`src/rtl/frame_draw_sched.sv`:
```
// Per-frame draw scheduler: runs the BG, basket and egg engines in fixed order on each
// frame tick and muxes the active engine onto the single VGA adapter write port.
module frame_draw_sched #(
    parameter int X_W     = 8,
    parameter int Y_W     = 7,
    parameter int C_W     = 3,
    parameter int TIMEOUT = 20000,
    parameter int TO_W    = 15
) (
    input  logic           clock,
    input  logic           resetn,
    input  logic           frame_tick,
    input  logic [2:0]     phase_mask,
    input  logic           bg_done,
    input  logic           bk_done,
    input  logic           eg_done,
    input  logic [X_W-1:0] bg_x,
    input  logic [X_W-1:0] bk_x,
    input  logic [X_W-1:0] eg_x,
    input  logic [Y_W-1:0] bg_y,
    input  logic [Y_W-1:0] bk_y,
    input  logic [Y_W-1:0] eg_y,
    input  logic [C_W-1:0] bg_c,
    input  logic [C_W-1:0] bk_c,
    input  logic [C_W-1:0] eg_c,
    output logic           bg_en,
    output logic           bk_en,
    output logic           eg_en,
    output logic [X_W-1:0] vga_x,
    output logic [Y_W-1:0] vga_y,
    output logic [C_W-1:0] vga_colour,
    output logic           vga_plot,
    output logic           busy,
    output logic           frame_done,
    output logic           overrun,
    output logic           timeout_err
);
    localparam logic [2:0] S_IDLE = 3'd0;
    localparam logic [2:0] S_BG   = 3'd1;
    localparam logic [2:0] S_BK   = 3'd2;
    localparam logic [2:0] S_EG   = 3'd3;
    localparam logic [2:0] S_FIN  = 3'd4;

    localparam logic [TO_W-1:0] WD_LAST = TO_W'(TIMEOUT - 1);
    localparam logic [TO_W-1:0] WD_MAX  = '1;

    logic [2:0]      state, state_nx, mask_q;
    logic [TO_W-1:0] wd;
    logic            in_draw, act_done, wd_hit, leave;

    assign in_draw = (state == S_BG) || (state == S_BK) || (state == S_EG);
    assign wd_hit  = (wd == WD_LAST);
    assign leave   = act_done || wd_hit;

    // Only the engine owning the current phase can end it.
    always_comb begin
        act_done = 1'b0;
        case (state)
            S_BG:    act_done = bg_done;
            S_BK:    act_done = bk_done;
            S_EG:    act_done = eg_done;
            default: act_done = 1'b0;
        endcase
    end

    always_comb begin
        state_nx = state;
        case (state)
            S_IDLE: if (frame_tick)
                state_nx = phase_mask[0] ? S_BG : phase_mask[1] ? S_BK :
                           phase_mask[2] ? S_EG : S_FIN;
            S_BG:   if (leave) state_nx = mask_q[1] ? S_BK : mask_q[2] ? S_EG : S_FIN;
            S_BK:   if (leave) state_nx = mask_q[2] ? S_EG : S_FIN;
            S_EG:   if (leave) state_nx = S_FIN;
            S_FIN:  state_nx = S_IDLE;
            default: state_nx = S_IDLE;
        endcase
    end

    always_ff @(posedge clock) begin
        if (!resetn) begin
            state       <= S_IDLE;
            mask_q      <= '0;
            wd          <= '0;
            bg_en       <= 1'b0;
            bk_en       <= 1'b0;
            eg_en       <= 1'b0;
            vga_x       <= '0;
            vga_y       <= '0;
            vga_colour  <= '0;
            vga_plot    <= 1'b0;
            busy        <= 1'b0;
            frame_done  <= 1'b0;
            overrun     <= 1'b0;
            timeout_err <= 1'b0;
        end else begin
            state <= state_nx;
            if (state == S_IDLE && frame_tick) mask_q <= phase_mask;
            if (state_nx != state)                wd <= '0;
            else if (in_draw && wd != WD_MAX)     wd <= wd + TO_W'(1);
            // Enables rise the cycle after entry and fall together with the state change.
            bg_en      <= (state == S_BG) && (state_nx == S_BG);
            bk_en      <= (state == S_BK) && (state_nx == S_BK);
            eg_en      <= (state == S_EG) && (state_nx == S_EG);
            busy       <= (state_nx != S_IDLE);
            frame_done <= (state == S_FIN);
            if (frame_tick && state != S_IDLE)        overrun     <= 1'b1;
            if (in_draw && wd_hit && !act_done)       timeout_err <= 1'b1;
            // One register stage here covers the engines' pixel ROM latency.
            case (state)
                S_BG: begin
                    vga_x <= bg_x; vga_y <= bg_y; vga_colour <= bg_c; vga_plot <= bg_en;
                end
                S_BK: begin
                    vga_x <= bk_x; vga_y <= bk_y; vga_colour <= bk_c; vga_plot <= bk_en;
                end
                S_EG: begin
                    vga_x <= eg_x; vga_y <= eg_y; vga_colour <= eg_c; vga_plot <= eg_en;
                end
                default: vga_plot <= 1'b0;
            endcase
        end
    end
endmodule

```
`config.mk`:
```
export PLATFORM = sky130hd
export DESIGN_NAME = frame_draw_sched
export DESIGN_NICKNAME = d
export VERILOG_FILES = /design/src/rtl/frame_draw_sched.sv
export SDC_FILE = /design/constraint.sdc
export NUM_CORES = 1
export LEC_CHECK = 0
export CAP_MARGIN = 20
export CORE_UTILIZATION = 30
export DETAILED_ROUTE_END_ITERATION = 8
export PLACE_DENSITY = 0.59
export SLEW_MARGIN = 20
export SYNTH_ARGS = -nofsm -noshare
export SYNTH_HDL_FRONTEND = slang
export SYNTH_SLANG_ARGS = --single-unit
```
`constraint.sdc`:
```
create_clock -name clock -period 3.3 [get_ports clock]
set_input_delay 0.495 -clock clock [delete_from_list [all_inputs] [get_ports clock]]
set_output_delay 0.495 -clock clock [all_outputs]
set_load 0.05 [all_outputs]
```
==> PnR_summary.wiki <==
{| class="wikitable"
! Metric !! Value
|-
| Status || complete, no violations
|-
| Final cell count without fillers || 478
|-
| Maximum number of pins on one net before global-route repair || 23
|-
| Worst Path Required || 3470 ps
|-
| Post-route fraction of the period consumed by the critical path || 0.715
|-
| Vias post-DR || 2393
|-
| Fmax || 424 MHz
|-
| Top area cells in the synthesized netlist || dfxtp_1, o21ai_0, mux2i_1
|-
| Share of synthesized cell area in full adder, half adder and majority cells || 0.00522
|-
| Master cell of the clock root buffer || clkbuf_8
|-
| Min cycle time layout || 2360 ps
|-
| Launch point of the worst path || frame_tick
|-
| Footprint of the multi-input gates || 1380 um2
|-
| Antenna viol nets, final || 0
|-
| Most Used Layer, Global Route || met2
|-
| Syn-to-layout area delta || 45.2%
|-
| Hold Vio Cnt, Final || 0
|-
| Via count normalized by instance count || 5.01
|-
| CTS H-Tree Depth || 2
|-
| Fraction of post-synthesis cell area in the top cell type by area || 0.384
|-
| Top delay family on crit path || simple AND/OR/NAND/NOR gates
|-
| Die Width || 91.4 um
|-
| Yosys synthesis warning count || 0
|-
| Global routing met3 resource utilization || 0.0293
|-
| Path class of the lowest-slack min-delay path || reg -> reg
|-
| Die Y || 91.4 um
|-
| CP max FO || 15
|-
| Die Area || 8350 um2
|-
| Total routed wirelength || 6560 um
|-
| Type of origin of the critical path || input pin
|-
| Startpoint of the most critical hold path || overrun
|-
| Number of search-and-repair iterations in the first detailed-routing pass || 4
|-
| Post-synthesis mux area share || 0.0945
|-
| Syn nets || 356
|-
| RSZ-0062 raised after global routing || no
|-
| Final Power || 1.48 mW
|-
| Number of placed instances with taps included || 470
|-
| DRC viols || 0
|-
| Clock slew at the register clock pins of the worst setup and hold paths || 90 ps
|-
| Most repeated cell in the gate-level netlist after synthesis || dfxtp_1
|-
| Count of cell types in the netlist || 46
|-
| Main combinational cell family by area after synthesis || simple AND/OR/NAND/NOR gates
|-
| Share of synthesized registers carrying an async set or reset || 0
|-
| Core area || 7730 um2
|-
| Total GRT Usage || 0.161
|-
| First-pass GRT wire length || 10800 um
|-
| CP Buf/Inv Count || 1
|-
| Cells after synthesis || 292
|-
| Clock buffer count from CTS || 5
|-
| Number of flops mapped to enable cells by yosys || 0
|-
| Vias in the first global route || 2242
|-
| # diodes || 0
|-
| Slew of the pin with the lowest slew margin || 737 ps
|-
| Biggest area consumer among synthesized cells || dfxtp_1
|-
| Longest individual stage delay on the worst path || 590 ps
|-
| Count of instances resized after the clock tree is built || 0
|-
| Parity-gate share of the synthesized area counting xor and xnor cells || 0.0402
|-
| Max rail drop VDD || 0.206 mV
|-
| Worst reg2reg startpoint || state[1]
|-
| Overflow after GRT || 0
|-
| Power per unit of standard cell area || 427 nW/um2
|-
| Number of port buffers || 88
|-
| Leakage power || 1.20 nW
|-
| Worst rel slew slack || 0.507
|-
| Post-synthesis simple-gate area fraction || 0.224
|-
| Ranking of synthesized cells by instance count || dfxtp_1, o21ai_0, nor2_1
|-
| Primary FF master, synth || dfxtp_1
|-
| Starting density of the core || 0.310
|-
| Final setup violating endpoints || 0
|-
| Mean instance size in the synthesized netlist || 8.21 um2
|-
| Number of maximum-capacitance constraint violations || 0
|-
| Total Nets Final || 439
|-
| TritonCTS clock tree || built
|-
| Buffers from clock root to sink, at most || 2
|-
| Crit path arrival time || 2530 ps
|-
| Clock latency reported for the late side of the worst-skew pair || 300 ps
|-
| Post-detailed-placement half-perimeter wirelength || 4800 um
|-
| Number of antenna violations at the first check in global routing || 0
|-
| Weighted congestion at the end of routability-driven global placement || 0.858
|-
| Layout Utilization || 0.450
|-
| Count of state elements after synthesis || 46
|-
| Category of the critical setup timing path || in -> reg
|-
| Max-slew violation count || 0
|-
| Post-CTS Setup Repair Bufs || 0
|-
| Post-synthesis cell area || 2400 um2
|-
| Maximum clock skew at final layout || 6.30 ps
|-
| Nature of the critical path endpoint || flip-flop
|-
| Synth Area in Compound Gates || 0.211
|-
| Cell Chain, Critical Path || clkdlybuf4s50_1 > or4b_1 > nor4_2 > or2_2 > a2111o_1 > nor3_1
|-
| Routed wire length per instance || 13.7 um
|-
| Portion of the post-synthesis area used by sequential elements || 0.384
|-
| I/O Pins || 89
|-
| Row Count || 32
|-
| Post-CTS Hold Fix Bufs || 0
|-
| Met2 Usage GRT || 0.261
|-
| Layout cells sized above 1 || 0.0612
|-
| Total area of sequential cells || 921 um2
|-
| Total negative setup slack || 0 ps
|-
| Worst hold-check slack || 511 ps
|-
| Starting DRT DRC Count || 114
|-
| Met1 Resource Use GR || 0.212
|-
| Count of fill cells added during filler insertion || 774
|-
| Cell type of the slowest stage on the worst timing path || or4b_1
|-
| Count of clock tree sinks || 46
|}
## worst register-to-register path, cell delays in order (launching register included)
cell,delay (ps)
dfxtp_1,610
mux2_4,360
a22oi_4,240
a22oi_1,150
a2111o_1,630
nor3_1,250
## stage by stage
stage / area, um2 / setup WS (ps)
6_report: 3480 / 940
4_1_cts: 3480 / 941
2_1_floorplan: 2400 / 1420
3_3_place_gp: 3370 / 696
5_1_grt: 3480 / 821
3_5_place_dp: 3370 / 637
## logic make-up (layout without fill, tap and decap cells)
group	Yosys count	count (layout)
buffers and inverters	22	106
adders and majority gates	1	1
muxes	22	22
and+or+nand+nor	102	102
AOI/OAI and AO/OA	88	88
xor gates and xnor gates	11	11
DFF	46	46
## layout by cell type (no fill, tap or decap), types with 6 or more instances in the layout
cell type,instances
a211oi_1,6
a21oi_1,28
buf_4,6
clkdlybuf4s50_1,88
dfxtp_1,46
mux2i_1,20
nand2_1,28
nor2_1,30
o21ai_0,41
xnor2_1,10
## path summary, 6_finish.rpt
check,cells past startpoint,slack [ps],end
max,6,940,wd[12]
max reg2reg,5,980,wd[12]
min,2,510,overrun
min reg2reg,2,510,overrun
## final cells by class
| type | count | area share |
|---|---|---|
| flip-flops and latches | 46 | 0.265 |
| clock buffers | 6 | 0.0209 |
| well taps | 102 | 0.0367 |
| inverters | 4 | 0.00432 |
| clock inverters | 2 | 0.0108 |
| multi-input cells | 224 | 0.396 |
| repair buffers | 94 | 0.266 |
## layer usage
layer	vias up	wire length, um
li1	1212	-
met5	-	0
met2	59	3100
met4	0	106
met1	1112	3070
met3	10	287
## power by group
group / internal (mW) / switching (mW) / total, mW
clock network: 0.226 / 0.195 / 0.421
logic: 0.186 / 0.251 / 0.437
registers: 0.595 / 0.0307 / 0.626
total: 1.01 / 0.477 / 1.48
## registers in the layout (all words and copies together) (netlist names)
register     flops
eg_en            1
overrun          1
bk_en            1
vga_x            8
state            3
busy             1
vga_colour       3
vga_y            7
wd              15
vga_plot         1
timeout_err      1
bg_en            1
frame_done       1
mask_q           2
Power figures use the tool's default switching activity.
